## src/rtl/sopc_bus_arbiter.sv

```systemverilog
// Two-master, one-slave arbiter sharing the on-chip memory port between
// instruction fetch (m0) and data access (m1), with round-robin and slave timeout.
module sopc_bus_arbiter #(
  parameter int AW      = 32,
  parameter int DW      = 32,
  parameter int TIMEOUT = 15
) (
  input  logic            clk,
  input  logic            rst,
  input  logic            m0_req,
  input  logic [AW-1:0]   m0_addr,
  output logic [DW-1:0]   m0_rdata,
  output logic            m0_ack,
  output logic            m0_err,
  input  logic            m1_req,
  input  logic            m1_we,
  input  logic [AW-1:0]   m1_addr,
  input  logic [DW-1:0]   m1_wdata,
  input  logic [DW/8-1:0] m1_sel,
  output logic [DW-1:0]   m1_rdata,
  output logic            m1_ack,
  output logic            m1_err,
  output logic            s_req,
  output logic            s_we,
  output logic [AW-1:0]   s_addr,
  output logic [DW-1:0]   s_wdata,
  output logic [DW/8-1:0] s_sel,
  input  logic [DW-1:0]   s_rdata,
  input  logic            s_ack,
  output logic            stall_if,
  output logic            stall_mem
);

  localparam int SW = DW / 8;
  localparam logic [1:0] IDLE = 2'd0;
  localparam logic [1:0] BUSY = 2'd1;
  localparam logic [1:0] RESP = 2'd2;
  localparam logic [7:0] CNT_LAST = 8'(TIMEOUT - 1);

  logic [1:0]    state_reg, state_next;
  logic          owner_reg, owner_next;
  logic          last_grant_reg, last_grant_next;
  logic [7:0]    cnt_reg, cnt_next;
  logic          err_reg, err_next;
  logic          we_reg, we_next;
  logic [AW-1:0] addr_reg, addr_next;
  logic [DW-1:0] wdata_reg, wdata_next;
  logic [SW-1:0] sel_reg, sel_next;

  logic          busy;
  logic          resp;
  logic          timeout_hit;
  logic          grant;
  logic [1:0]    ack_vec;
  logic [1:0]    err_vec;
  logic [DW-1:0] rdata_reg [2];

  assign busy        = (state_reg == BUSY);
  assign resp        = (state_reg == RESP);
  assign timeout_hit = busy && !s_ack && (cnt_reg == CNT_LAST);
  // On a conflict the master that did not win last time is served.
  assign grant       = (m0_req && m1_req) ? ~last_grant_reg : m1_req;

  always_comb begin
    state_next      = state_reg;
    owner_next      = owner_reg;
    last_grant_next = last_grant_reg;
    cnt_next        = cnt_reg;
    err_next        = err_reg;
    we_next         = we_reg;
    addr_next       = addr_reg;
    wdata_next      = wdata_reg;
    sel_next        = sel_reg;
    case (state_reg)
      IDLE: begin
        if (m0_req || m1_req) begin
          owner_next      = grant;
          last_grant_next = grant;
          cnt_next        = 8'd0;
          err_next        = 1'b0;
          state_next      = BUSY;
          if (grant) begin
            we_next    = m1_we;
            addr_next  = m1_addr;
            wdata_next = m1_wdata;
            sel_next   = m1_sel;
          end else begin
            we_next    = 1'b0;
            addr_next  = m0_addr;
            wdata_next = '0;
            sel_next   = '1;
          end
        end
      end
      BUSY: begin
        if (s_ack) begin
          err_next   = 1'b0;
          state_next = RESP;
        end else if (timeout_hit) begin
          err_next   = 1'b1;
          state_next = RESP;
        end else begin
          cnt_next = cnt_reg + 8'd1;
        end
      end
      RESP:    state_next = IDLE;
      default: state_next = IDLE;
    endcase
  end

  always_ff @(posedge clk) begin
    if (!rst) begin
      state_reg      <= IDLE;
      owner_reg      <= 1'b0;
      last_grant_reg <= 1'b0;
      cnt_reg        <= 8'd0;
      err_reg        <= 1'b0;
      we_reg         <= 1'b0;
      addr_reg       <= '0;
      wdata_reg      <= '0;
      sel_reg        <= '0;
    end else begin
      state_reg      <= state_next;
      owner_reg      <= owner_next;
      last_grant_reg <= last_grant_next;
      cnt_reg        <= cnt_next;
      err_reg        <= err_next;
      we_reg         <= we_next;
      addr_reg       <= addr_next;
      wdata_reg      <= wdata_next;
      sel_reg        <= sel_next;
    end
  end

  // Per-master response path: read data is captured only for the owner.
  generate
    for (genvar gi = 0; gi < 2; gi++) begin : g_master
      always_ff @(posedge clk) begin
        if (!rst) begin
          rdata_reg[gi] <= '0;
        end else if (busy && (owner_reg == 1'(gi)) && (s_ack || timeout_hit)) begin
          rdata_reg[gi] <= s_ack ? s_rdata : '0;
        end
      end
      assign ack_vec[gi] = resp && (owner_reg == 1'(gi));
      assign err_vec[gi] = ack_vec[gi] && err_reg;
    end
  endgenerate

  assign m0_rdata = rdata_reg[0];
  assign m1_rdata = rdata_reg[1];
  assign m0_ack   = ack_vec[0];
  assign m1_ack   = ack_vec[1];
  assign m0_err   = err_vec[0];
  assign m1_err   = err_vec[1];

  assign s_req   = busy;
  assign s_we    = busy && we_reg;
  assign s_addr  = busy ? addr_reg  : '0;
  assign s_wdata = busy ? wdata_reg : '0;
  assign s_sel   = busy ? sel_reg   : '0;

  assign stall_if  = m0_req && !m0_ack;
  assign stall_mem = m1_req && !m1_ack;

endmodule

```

## config.mk

```make
export PLATFORM = sky130hd
export DESIGN_NAME = sopc_bus_arbiter
export DESIGN_NICKNAME = d
export VERILOG_FILES = /design/src/rtl/sopc_bus_arbiter.sv
export SDC_FILE = /design/constraint.sdc
export NUM_CORES = 1
export LEC_CHECK = 0
export CAP_MARGIN = 20
export CORE_AREA = 2 2 120 122
export DETAILED_ROUTE_END_ITERATION = 12
export DIE_AREA = 0 0 122 124
export PLACE_DENSITY_LB_ADDON = 0.12
export SKIP_CTS_REPAIR_TIMING = 1
export SYNTH_ARGS = -nofsm -noshare
export SYNTH_HDL_FRONTEND = slang
export SYNTH_SLANG_ARGS = --single-unit
```

## constraint.sdc

```tcl
create_clock -name clk -period 5.75 [get_ports clk]
set_input_delay 1.15 -clock clk [delete_from_list [all_inputs] [get_ports clk]]
set_output_delay 1.15 -clock clk [all_outputs]
set_load 0.02 [all_outputs]
```

==> results of run 1 <==
-- per-layer routing --
metal / routed length (µm) / vias to the layer above
met3: 1460 / 28
li1: - / 2496
met5: 0 / -
met1: 6370 / 2380
met2: 7990 / 206
met4: 432 / 0
-- layout make-up --
| class | count | share of cell area |
|---|---|---|
| clock inverter | 13 | 0.00910 |
| clock buffer | 19 | 0.0450 |
| sequential | 145 | 0.368 |
| timing repair buffer | 286 | 0.301 |
| multi-input combinational | 366 | 0.252 |
| tap | 180 | 0.0234 |
| inverter | 4 | 0.00156 |
-- worst register-to-register path, cell delays in order (launching register included) --
cell     delay, ns
dfxtp_1       0.39
nor2b_4       0.86
o21ai_0       0.56
o21ai_4       0.95
-- power by group --
group	leakage, nW	internal, mW	total [mW]	switching [mW]
registers	1.33	1.15	1.18	0.0307
clock network	0.231	0.547	0.958	0.411
logic	2.06	0.240	0.467	0.228
total	3.63	1.94	2.61	0.669
-- logic make-up (layout without fill, tap and decap cells) --
| kind of cell | count (synthesis) | after routing | share of synthesized area |
|---|---|---|---|
| compound gates | 94 | 94 | 0.117 |
| buf+inv | 48 | 322 | 0.0351 |
| mux | 33 | 33 | 0.0539 |
| flops | 145 | 145 | 0.578 |
| fa+ha+maj | 2 | 2 | 0.00408 |
| simple gates | 237 | 237 | 0.212 |
-- cells in the final DEF, fill, tap and decap left out, types with 3 or more instances in the layout --
master	netlist	layout
buf_4	3	5
inv_1	3	3
nor2_1	72	70
a22oi_1	34	34
o21a_1	4	3
a211oi_1	33	33
nand2_1	5	5
dfxtp_1	81	81
and3_1	3	3
mux2i_1	33	33
edfxtp_1	64	64
clkinvlp_2	0	3
clkinvlp_4	0	5
o221a_2	4	4
clkdlybuf4s50_1	0	277
nand3_1	8	8
clkbuf_16	0	17
a21oi_1	4	4
and2_1	136	136
-- cells in the mapped netlist (2+ instances only) --
| master | number | share of area |
|---|---|---|
| dfxtp_1 | 81 | 0.26 |
| clkbuf_1 | 27 | 0.017 |
| nor2b_1 | 3 | 0.0031 |
| nor2_1 | 72 | 0.044 |
| edfxtp_1 | 64 | 0.31 |
| o211ai_1 | 2 | 0.0024 |
| o21ai_0 | 3 | 0.0024 |
| ha_1 | 2 | 0.0041 |
| nand4_1 | 2 | 0.0020 |
| inv_1 | 3 | 0.0018 |
| a22oi_1 | 34 | 0.042 |
| nand3_1 | 8 | 0.0065 |
| a211oi_1 | 33 | 0.040 |
| nor3b_1 | 2 | 0.0024 |
| and3_1 | 3 | 0.0031 |
| nand2_1 | 5 | 0.0031 |
| a21oi_1 | 4 | 0.0033 |
| o221a_2 | 4 | 0.0073 |
| buf_4 | 3 | 0.0037 |
| and2_1 | 136 | 0.14 |
| mux2i_1 | 33 | 0.054 |
| o21a_1 | 4 | 0.0049 |
| buf_2 | 13 | 0.011 |
-- through the flow --
step,total power [mW],std cells,hold slack [ns]
2_1_floorplan,1.43,559,0.457
3_3_place_gp,1.65,976,0.470
3_5_place_dp,1.66,977,0.479
4_1_cts,2.62,1009,0.493
5_1_grt,2.71,1013,0.512
6_report,2.61,1013,0.486
-- worst max-delay path by stage --
stage	to	slack, ns	cells after the start
finish	s_addr[19]	1.76	4
global placement	wdata_reg[16]$_SDFFE_PN0P_	2.02	6
floorplan	rdata_reg[0][0]$_SDFFCE_PN0P_	1.72	2
CTS	s_addr[19]	1.69	4
global route	s_addr[31]	1.55	4
detailed placement	wdata_reg[21]$_SDFFE_PN0P_	1.91	6
==> results.json, run 1 <==
{
  "status": "finished, final reports clean",
  "reg2reg_depth": 3,
  "grt_pass1_vias": 4971,
  "largest_reg_flops": 64,
  "crit_fanout": 57,
  "routed_wl_mm": 16.2,
  "syn_avg_cell_area_um2": 11.0,
  "vias": 5110,
  "reg2reg_slack_ns": 2.59,
  "dieHeight_um": 124,
  "async_reset_ff_frac": 0,
  "r2r_end": "rdata_reg[1][14]$_SDFFCE_PN0P_",
  "setup_ws_ns": 1.76,
  "met3_usage": 0.0733,
  "cts_inserted_buffers": 17,
  "rows": 43,
  "netlist_instances": 559,
  "use_met1": 0.240,
  "yosys_warnings": 0,
  "drv_cap": 0,
  "maxSlewHeadroom": 0.314,
  "arrival_ns": 2.84,
  "cts_tree": "yes",
  "min_path_cells": 2,
  "critPathTopFamily": "simple AND/OR/NAND/NOR gates",
  "vias_per_cell": 5.04,
  "crit_slowest_cell": "nor2b_4",
  "die_w_um": 122,
  "htree_levels": 4,
  "dr.first_iter.drc_count": 363,
  "yosys_most_used_dff": "dfxtp_1",
  "post-route-period-util": 0.694,
  "busiest_layer": "met2",
  "worstSetupStartpoint": "state_reg[0]$_SDFFE_PN0P_",
  "drt-pass1-iter-count": 5,
  "grt_max_degree": 70,
  "syn_nets": 699,
  "clk_latency_ns": 0.41,
  "placed_area_um2": 9030,
  "setup_viol": 0,
  "path_cells": "nor2b_4 > buf_4 > and2_1 > clkdlybuf4s50_1",
  "syn_to_final_growth_pct": 57.1,
  "antenna_found_initial": 0,
  "dp_hpwl_mm": 11.7,
  "worst_slew_pin_slew_ns": 1.03,
  "criticalPathCategory": "reg2out",
  "fill_cells": 1040,
  "drive_gt1_frac": 0.0636,
  "final_area_um2": 9630,
  "drv_slew": 0,
  "syn_area_um2": 6130,
  "worstHoldEndpoint": "wdata_reg[2]$_SDFFE_PN0P_",
  "cp-end-kind": "output pin",
  "coreArea_um2": 13700,
  "drc": 0,
  "path_buf_inv": 2,
  "clkTransAtPathRegs_ns": 0.06,
  "fmax_mhz": 251,
  "gp_congestion": 0.777,
  "min_period_ns": 3.99,
  "clockBufferDepth": 2,
  "pwr_density_cell_nw_per_um2": 271,
  "fin_util": 0.702,
  "grtUsageMet2": 0.362,
  "grt_overflow": 0,
  "hp-class": "reg2reg",
  "track_usage": 0.212,
  "irDropWorstVdd_uv": 172,
  "p_leak_nw": 3.63,
  "die_area_um2": 15100,
  "wl_per_cell_um": 16.0,
  "start_util": 0.447,
  "rsz0062_at_grt": "false",
  "multi_input_area_um2": 2420,
  "min_from": "wdata_reg[2]$_SDFFE_PN0P_",
  "detail-route-antenna-nets": 0,
  "seq_area_um2": 3540,
  "synth_edf_count": 64,
  "boundaryPins": 278,
  "hold_violations": 0,
  "grt_pass1_wl_mm": 24.6,
  "synth_seq_cells": 145,
  "skew_ns": 0.00959,
  "critPathLaunchType": "flip-flop",
  "clock-sinks": 145,
  "ys_seq_area_frac": 0.578,
  "r2r_start": "state_reg[0]$_SDFFE_PN0P_",
  "max_stage_delay_ns": 0.86,
  "tns_ns": 0,
  "finalNetCount": 960,
  "diodes": 0,
  "cts-root-buf": "clkbuf_16",
  "required_ns": 4.60,
  "dpl_worst_slack_ns": 1.91,
  "synthDistinctLibCells": 41,
  "port_buffers": 277
}
Note: power is estimated with default switching activity, not from simulation.
==> run 2, diff against run 1 <==
--- a/config.mk
+++ b/config.mk
@@ -6,9 +6,9 @@
 export NUM_CORES = 1
 export LEC_CHECK = 0
 export CAP_MARGIN = 20
-export CORE_AREA = 2 2 120 122
+export CORE_AREA = 2 2 130 132
 export DETAILED_ROUTE_END_ITERATION = 12
-export DIE_AREA = 0 0 122 124
+export DIE_AREA = 0 0 132 134
 export PLACE_DENSITY_LB_ADDON = 0.12
 export SKIP_CTS_REPAIR_TIMING = 1
 export SYNTH_ARGS = -nofsm -noshare
==> constraint.sdc (replaced) <==
create_clock -name clk -period 3.5 [get_ports clk]
set_input_delay 0.7 -clock clk [delete_from_list [all_inputs] [get_ports clk]]
set_output_delay 0.7 -clock clk [all_outputs]
set_load 0.02 [all_outputs]
==> run 2 against run 1 <==
  * Via count up 0.76%
  * Utilization fell by 11 points
  * Total power grew 68%
  * Critical path type unchanged
==> results.json, run 2 (synthesized netlist as in run 1, its figures left out) <==
{
  "crit_slowest_cell": "clkdlybuf4s50_1",
  "track_usage": 0.196,
  "path_depth": 4,
  "largest_reg_flops": 64,
  "htree_levels": 4,
  "hp-class": "reg2reg",
  "reg2reg_depth": 6,
  "layout.cells.most_common_list": "clkdlybuf4s50_1, and2_1, dfxtp_1, nor2_1, edfxtp_1",
  "grt_overflow": 0,
  "fmax_mhz": 321,
  "clock-sinks": 145,
  "drv_slew": 0,
  "worst_slew_pin_slew_ns": 0.741,
  "placed_area_um2": 9160,
  "required_ns": 2.80,
  "path_cells": "inv_1 > nor3b_1 > and2_1 > clkdlybuf4s50_1",
  "fin_total_pwr_mw": 4.38,
  "final_area_um2": 9710,
  "pwr_density_cell_nw_per_um2": 451,
  "grt_pass1_vias": 5023,
  "skew_ns": 0.00778,
  "min_period_ns": 3.11,
  "dr.first_iter.drc_count": 248,
  "path_buf_inv": 2,
  "cts_tree": "yes",
  "min_path_cells": 2,
  "coreArea_um2": 16300,
  "post-route-period-util": 0.890,
  "status": "finished, final reports clean",
  "port_buffers": 277,
  "vias": 5149,
  "rsz0062_at_grt": "false",
  "cp-end-kind": "output pin",
  "criticalPathCategory": "reg2out",
  "critPathLaunchType": "flip-flop",
  "grt_pass1_wl_mm": 27.0,
  "clockBufferDepth": 2,
  "clk_latency_ns": 0.41,
  "dieHeight_um": 134,
  "fill_cells": 1394,
  "arrival_ns": 2.41,
  "rows": 47,
  "die_w_um": 132,
  "clkTransAtPathRegs_ns": 0.06,
  "die_area_um2": 17700,
  "detail-route-antenna-nets": 0,
  "cts-root-buf": "clkbuf_16",
  "routed_wl_mm": 17.5,
  "hold_violations": 0,
  "drive_gt1_frac": 0.0681,
  "wl_per_cell_um": 16.6,
  "boundaryPins": 278,
  "p_leak_nw": 3.65,
  "max_stage_delay_ns": 0.60,
  "finalNetCount": 964,
  "drv_cap": 0,
  "critPathTopFamily": "buffers and inverters",
  "setup_viol": 0,
  "start_util": 0.376,
  "drc": 0,
  "crit_fanout": 6,
  "antenna_found_initial": 1,
  "vias_per_cell": 4.87,
  "gp_congestion": 0.781,
  "dp_hpwl_mm": 12.4,
  "maxSlewHeadroom": 0.501,
  "irDropWorstVdd_uv": 321,
  "drt-pass1-iter-count": 4,
  "cts_inserted_buffers": 17,
  "final_common_cell": "clkdlybuf4s50_1",
  "syn_to_final_growth_pct": 58.4,
  "fin_util": 0.596,
  "grt_max_degree": 74
}
-- run 2: path summary, 6_finish.rpt --
check,end,slack [ns],from
setup / recovery,m1_err,0.39,last_grant_reg$_SDFFE_PN0P_
setup reg to reg,rdata_reg[1][13]$_SDFFCE_PN0P_,1.09,cnt_reg[1]$_SDFFE_PN0P_
hold reg to reg,wdata_reg[6]$_SDFFE_PN0P_,0.49,wdata_reg[6]$_SDFFE_PN0P_
hold / removal,wdata_reg[6]$_SDFFE_PN0P_,0.49,wdata_reg[6]$_SDFFE_PN0P_
-- run 2: worst register-to-register path: cells and delay by family, from the launching register on --
kind,cells,cell delay [ns]
compound gates,2,0.55
fa+ha+maj,1,0.17
buf+inv,1,0.42
flops,1,0.40
simple gates,2,0.48
-- run 2: metal layers --
metal  up-vias  track usage  part of all wire
met5         -            0                 0
met3        26       0.0590             0.078
li1       2494            -                 -
met2       217        0.329              0.48
met4         0       0.0876             0.028
met1      2412        0.233              0.41
-- run 2: metrics by stage --
step                hold WS, ns  setup slack, ns  setup TNS (ns)  cells
floorplan                 0.457           -0.286          -18.33    559
global placement          0.471            0.743               0   1024
detailed placement        0.477            0.712               0   1024
CTS                       0.494            0.370               0   1056
global route              0.516            0.314               0   1058
finish                    0.488            0.387               0   1058
-- run 2: layout make-up --
cell class                 instances  area [µm²]  share of cell area
inverter                           4        15.0             0.00155
timing repair buffer             290        2910               0.299
multi-input combinational        366        2420               0.249
clock buffer                      18         429              0.0442
antenna                            1        2.50            0.000258
tap                              220         275              0.0284
sequential                       145        3540               0.365
clock inverter                    14         115              0.0119
-- run 2: report_power, final --
| group | switching (mW) | total [mW] | internal (mW) |
|---|---|---|---|
| clock network | 0.693 | 1.66 | 0.970 |
| registers | 0.0523 | 1.94 | 1.89 |
| logic | 0.385 | 0.780 | 0.395 |
| total | 1.13 | 4.38 | 3.25 |
==> run 3, diff against run 2 <==
--- a/config.mk
+++ b/config.mk
@@ -9,6 +9,7 @@
 export CORE_AREA = 2 2 130 132
 export DETAILED_ROUTE_END_ITERATION = 12
 export DIE_AREA = 0 0 132 134
+export HOLD_SLACK_MARGIN = 0.12
 export PLACE_DENSITY_LB_ADDON = 0.12
 export SKIP_CTS_REPAIR_TIMING = 1
 export SYNTH_ARGS = -nofsm -noshare
==> results of run 3 <==
Final layout, timing and power as in run 2 (identical DEF).
